<file path="config.mk">
export PLATFORM = sky130hd
export DESIGN_NAME = cordic_result_collector
export DESIGN_NICKNAME = d
export VERILOG_FILES = /design/src/rtl/cordic_pkg.sv /design/src/rtl/cordic_frame_ser.sv /design/src/rtl/cordic_result_collector.sv
export SDC_FILE = /design/constraint.sdc
export NUM_CORES = 1
export LEC_CHECK = 0
export CAP_MARGIN = 20
export CORE_UTILIZATION = 45
export DETAILED_ROUTE_END_ITERATION = 12
export HOLD_SLACK_MARGIN = 0.02
export PLACE_DENSITY = 0.76
export SETUP_SLACK_MARGIN = 0.15
export SLEW_MARGIN = 25
export SYNTH_ARGS = -nofsm -noshare
export SYNTH_HDL_FRONTEND = slang
export SYNTH_SLANG_ARGS = --single-unit
</file>
<file path="constraint.sdc">
create_clock -name clk -period 4.8 [get_ports clk]
set_input_delay 1.44 -clock clk [delete_from_list [all_inputs] [get_ports clk]]
set_output_delay 1.44 -clock clk [all_outputs]
set_load 0.02 [all_outputs]
</file>
<file path="src/rtl/cordic_pkg.sv">
// Shared types and frame packing for the CORDIC result collector.
package cordic_pkg;
    localparam int VAL_W       = 11;
    localparam int FRAME_BYTES = 3;
    localparam int FRAME_W     = 8 * FRAME_BYTES;

    typedef enum logic [2:0] {
        ST_IDLE,
        ST_WAIT,
        ST_CAP_HI,
        ST_CAP_LO,
        ST_SEND
    } cres_state_t;

    // Frame layout, MSB first on the wire: {mode, 0, hi, lo}
    function automatic logic [FRAME_W-1:0] pack_frame(input logic mode,
                                                      input logic [VAL_W-1:0] hi,
                                                      input logic [VAL_W-1:0] lo);
        return {mode, 1'b0, hi, lo};
    endfunction
endpackage

</file>
<file path="src/rtl/cordic_frame_ser.sv">
// Loads a packed frame and shifts it out MSB byte first over a valid/ready byte stream.
module cordic_frame_ser
    import cordic_pkg::*;
(
    input  logic               clk,
    input  logic               rst,
    input  logic               load_i,
    input  logic [FRAME_W-1:0] frame_i,
    input  logic               tx_ready_i,
    output logic [7:0]         tx_data_o,
    output logic               tx_valid_o,
    output logic               last_o
);
    localparam logic [1:0] LAST_IDX = 2'(FRAME_BYTES - 1);

    logic [FRAME_W-1:0] frame_q;
    logic [1:0]         idx_q, idx_d;
    logic [7:0]         data_q, byte_d;
    logic               valid_q;
    logic               hs;

    assign hs         = valid_q && tx_ready_i;
    assign last_o     = hs && (idx_q == LAST_IDX);
    assign tx_data_o  = data_q;
    assign tx_valid_o = valid_q;

    always_comb begin
        idx_d = idx_q + 2'd1;
        case (idx_d)
            2'd1:    byte_d = frame_q[15:8];
            2'd2:    byte_d = frame_q[7:0];
            default: byte_d = frame_q[23:16];
        endcase
    end

    always_ff @(posedge clk) begin
        if (!rst) begin
            frame_q <= '0;
            idx_q   <= '0;
            data_q  <= '0;
            valid_q <= 1'b0;
        end else if (load_i) begin
            frame_q <= frame_i;
            data_q  <= frame_i[23:16];
            idx_q   <= '0;
            valid_q <= 1'b1;
        end else if (hs) begin
            // Next byte is presented in the same edge as the handshake: no bubble
            if (idx_q == LAST_IDX) begin
                valid_q <= 1'b0;
            end else begin
                idx_q  <= idx_d;
                data_q <= byte_d;
            end
        end
    end
endmodule

</file>
<file path="src/rtl/cordic_result_collector.sv">
// Sequences one CORDIC core run: release core, wait for done, capture both results, send a 3-byte frame.
module cordic_result_collector
    import cordic_pkg::*;
#(
    parameter int VAL_W       = cordic_pkg::VAL_W,
    parameter int TIMEOUT_CYC = 31
) (
    input  logic             clk,
    input  logic             rst,
    input  logic             start,
    input  logic             mode_in,
    output logic             core_rst,
    output logic             core_mode,
    output logic             core_out_toggle,
    input  logic [VAL_W-1:0] core_val,
    input  logic             core_done,
    output logic [7:0]       tx_data,
    output logic             tx_valid,
    input  logic             tx_ready,
    output logic             busy,
    output logic             timeout_err
);
    localparam int WCNT_W = $clog2(TIMEOUT_CYC + 1);

    cres_state_t       state_q;
    logic [WCNT_W-1:0] wcnt_q;
    logic [VAL_W-1:0]  hi_q;
    logic              core_rst_q, mode_q, tog_q, busy_q, terr_q;
    logic              ser_load, ser_last;

    assign core_rst        = core_rst_q;
    assign core_mode       = mode_q;
    assign core_out_toggle = tog_q;
    assign busy            = busy_q;
    assign timeout_err     = terr_q;

    // lo is taken straight from the core into the serializer's frame register
    assign ser_load = (state_q == ST_CAP_LO);

    cordic_frame_ser u_ser (
        .clk        (clk),
        .rst        (rst),
        .load_i     (ser_load),
        .frame_i    (pack_frame(mode_q, hi_q, core_val)),
        .tx_ready_i (tx_ready),
        .tx_data_o  (tx_data),
        .tx_valid_o (tx_valid),
        .last_o     (ser_last)
    );

    always_ff @(posedge clk) begin
        if (!rst) begin
            state_q    <= ST_IDLE;
            core_rst_q <= 1'b1;
            mode_q     <= 1'b0;
            tog_q      <= 1'b0;
            busy_q     <= 1'b0;
            terr_q     <= 1'b0;
            wcnt_q     <= '0;
            hi_q       <= '0;
        end else begin
            case (state_q)
                ST_IDLE: begin
                    if (start) begin
                        mode_q     <= mode_in;
                        core_rst_q <= 1'b0;
                        terr_q     <= 1'b0;
                        wcnt_q     <= '0;
                        busy_q     <= 1'b1;
                        state_q    <= ST_WAIT;
                    end
                end
                ST_WAIT: begin
                    wcnt_q <= wcnt_q + WCNT_W'(1);
                    if (core_done) begin
                        tog_q   <= 1'b1;
                        state_q <= ST_CAP_HI;
                    end else if (wcnt_q == WCNT_W'(TIMEOUT_CYC)) begin
                        core_rst_q <= 1'b1;
                        terr_q     <= 1'b1;
                        busy_q     <= 1'b0;
                        state_q    <= ST_IDLE;
                    end
                end
                ST_CAP_HI: begin
                    hi_q    <= core_val;
                    tog_q   <= 1'b0;
                    state_q <= ST_CAP_LO;
                end
                ST_CAP_LO: begin
                    core_rst_q <= 1'b1;
                    state_q    <= ST_SEND;
                end
                ST_SEND: begin
                    if (ser_last) begin
                        busy_q  <= 1'b0;
                        state_q <= ST_IDLE;
                    end
                end
                default: begin
                    core_rst_q <= 1'b1;
                    busy_q     <= 1'b0;
                    state_q    <= ST_IDLE;
                end
            endcase
        end
    end
endmodule

</file>
==> results.json <==
{
  "drive_above_1_share": 0.0693,
  "rows": 26,
  "clock_path_buffers": 2,
  "vias": 2072,
  "cts_made_buffers": 9,
  "n_antenna_cell": 0,
  "cp.arrival_ps": 1350,
  "dieArea_mm2": 0.00577,
  "placed_cell_area_mm2": 0.00275,
  "clk_latency_ps": 330,
  "wl_per_cell_um": 14.1,
  "async_flop_share": 0,
  "synth_area_mm2": 0.00246,
  "grt.total_usage": 0.192,
  "antenna_found_initial": 0,
  "cap_viol_max_count": 0,
  "pwr-share-seq": 0.481,
  "rsz0062_at_grt": "false",
  "p_clk_frac": 0.430,
  "ys_top_cells_by_area": "dfxtp_1 (47%), nand2_1 (8.1%), a21oi_1 (6.7%)",
  "cts_setup_buffers": 0,
  "netlist_instances": 274,
  "fin_skew_ps": 4.63,
  "crit_type": "flip-flop to primary output",
  "fmax_ghz": 0.358,
  "crit_buf_inv": 1,
  "drc": 0,
  "grt_max_degree": 43,
  "post_cts_resized": 0,
  "fin_crit_sh": 0.581,
  "numPortBuffers": 30,
  "min_period_ps": 2790,
  "cts.sinks": 58,
  "powerDensity_mw_per_mm2": 360,
  "synth_top_area_share": 0.472,
  "tns_ps": 0,
  "p_sw_mw": 0.244,
  "max_stage_delay_ps": 630,
  "crit_path_end_kind": "primary output",
  "hold_viol": 0,
  "worst_pin_slew_ps": 939,
  "totalWireLength_um": 5270,
  "ys_ff_latch": 58,
  "p_leak_nw": 1.03,
  "overflow": 0,
  "ys.flop_type": "dfxtp_1",
  "finalSetupViolCount": 0,
  "synthTopCellsByCount": "dfxtp_1 (58), nand2_1 (53), a21oi_1 (33)",
  "swShare": 0.230,
  "worst_ep_required_time_ps": 3360,
  "yosysUniqueCellTypes": 40,
  "antenna_left": 0,
  "max-vdd-ir-drop_uv": 163,
  "relSlewSlack": 0.374,
  "viasPerCell": 5.55,
  "nets": 321,
  "drt_pre_antenna_iters": 5,
  "p_int_mw": 0.819,
  "cts_hold_buf": 0,
  "yosysMostFrequentCell": "dfxtp_1",
  "die_x_um": 75.9,
  "grt_pass1_vias": 1772,
  "clockRootBuffer": "clkbuf_8",
  "pin_count": 31,
  "crit_path_max_fanout": 4,
  "fp.coreArea_mm2": 0.00517,
  "gp_congestion": 0.775,
  "clkTransAtPathRegs_ps": 60,
  "cp_slowest_cell": "clkdlybuf4s50_1",
  "synthToLayoutAreaGrowth_pct": 20.1,
  "yosysWarnings": 0,
  "seq_area_frac_synth": 0.472,
  "grt_first_pass_wirelength_um": 8620,
  "path_cells": "clkdlybuf4s50_1",
  "critPathTopFamily": "buffers and inverters",
  "synth_edf_count": 0,
  "drtIter0Drc": 204,
  "design_area_mm2": 0.00296,
  "dp_hpwl_um": 3440,
  "syn_nets": 296,
  "slew_viol_final": 0,
  "start_util": 0.476,
  "worstHoldPathType": "flip-flop to flip-flop",
  "synth_top_cell_by_area": "dfxtp_1",
  "status": "finished, final reports clean",
  "avgSynthCellArea_um2": 8.98,
  "die_h_um": 75.9,
  "start_kind": "flip-flop",
  "cts-htree-levels": 3,
  "pwr-share-comb": 0.089,
  "cts_tree": "yes"
}
[power groups by stage]
| stage | clock network, mW | logic, mW | registers, mW |
|---|---|---|---|
| after global placement | 0 | 0.0936 | 0.521 |
| after detailed placement | 0 | 0.0943 | 0.522 |
| after global routing | 0.493 | 0.103 | 0.513 |
| final | 0.457 | 0.0947 | 0.512 |
| after floorplan | 0 | 0.0610 | 0.520 |
| after CTS | 0.466 | 0.0951 | 0.511 |
[kinds of logic after synthesis]
group | count (synthesis) | share of synthesized area
compound gates | 67 | 0.180
xor+xnor | 1 | 0.00356
fa+ha+maj | 5 | 0.0254
buf+inv | 22 | 0.0498
flops | 58 | 0.472
mux | 12 | 0.0488
simple gates | 109 | 0.221
[cell usage in the layout, fill, tap and decap left out, types with 2 or more instances in the layout]
cell,netlist,layout
and3b_1,2,2
nand2b_1,4,4
o31ai_1,2,2
a311oi_1,2,2
nand3_1,6,6
o21ai_0,4,4
a221oi_1,2,2
a211oi_1,7,7
nand3b_1,2,2
clkdlybuf4s50_1,0,30
inv_1,5,5
nand2_1,53,53
mux2i_1,12,12
o32ai_1,6,6
dfxtp_1,58,58
a21oi_1,33,33
nor3b_4,2,2
nor2b_1,2,2
clkbuf_8,0,12
ha_1,5,5
nor2_1,28,28
a22o_1,7,7
[through the flow]
stage               worst slack, ps  hold WS, ps  power, mW  instances  utilization
global route                   1960          472       1.11        373        0.571
global placement               1820          440      0.615        358        0.532
CTS                            2000          455       1.07        373        0.571
finish                         2010          450       1.06        373        0.571
floorplan                      2600          431      0.581        274            -
detailed placement             1790          446      0.616        358        0.532
[cell type report]
type	count	area [um2]
Clock buffer	13	169
Clock inverter	2	35.0
Fill cell	458	2220
Inverter	5	18.8
Multi-Input combinational cell	194	1180
Sequential cell	58	1160
Tap cell	70	87.6
Timing Repair Buffer	31	308
[sequential cells by signal (all words and copies together), names as in the netlist]
| signal | cells |
|---|---|
| hi_q | 11 |
| busy | 1 |
| state_q | 3 |
| wcnt_q | 5 |
| core_rst | 1 |
| core_out_toggle | 1 |
| u_ser.frame_q | 23 |
| u_ser.tx_valid_o | 1 |
| u_ser.tx_data_o | 8 |
| u_ser.idx_q | 2 |
| core_mode | 1 |
| timeout_err | 1 |
[per-layer routing]
layer | share of wire | track usage | vias up
li1 | - | - | 1011
met5 | 0 | 0 | -
met3 | 0.054 | 0.0614 | 8
met1 | 0.47 | 0.253 | 986
met2 | 0.47 | 0.294 | 67
met4 | 0.0097 | 0.0692 | 0
[final timing paths]
path | start | end | slack [ps] | cells after the start
min reg2reg | hi_q[1] | u_ser.frame_q[12] | 450 | 2
max reg2reg | state_q[0] | u_ser.tx_data_o[3] | 2800 | 3
min | hi_q[1] | u_ser.frame_q[12] | 450 | 2
max | busy | busy | 2010 | 1
(Power assumes the default switching activity.)
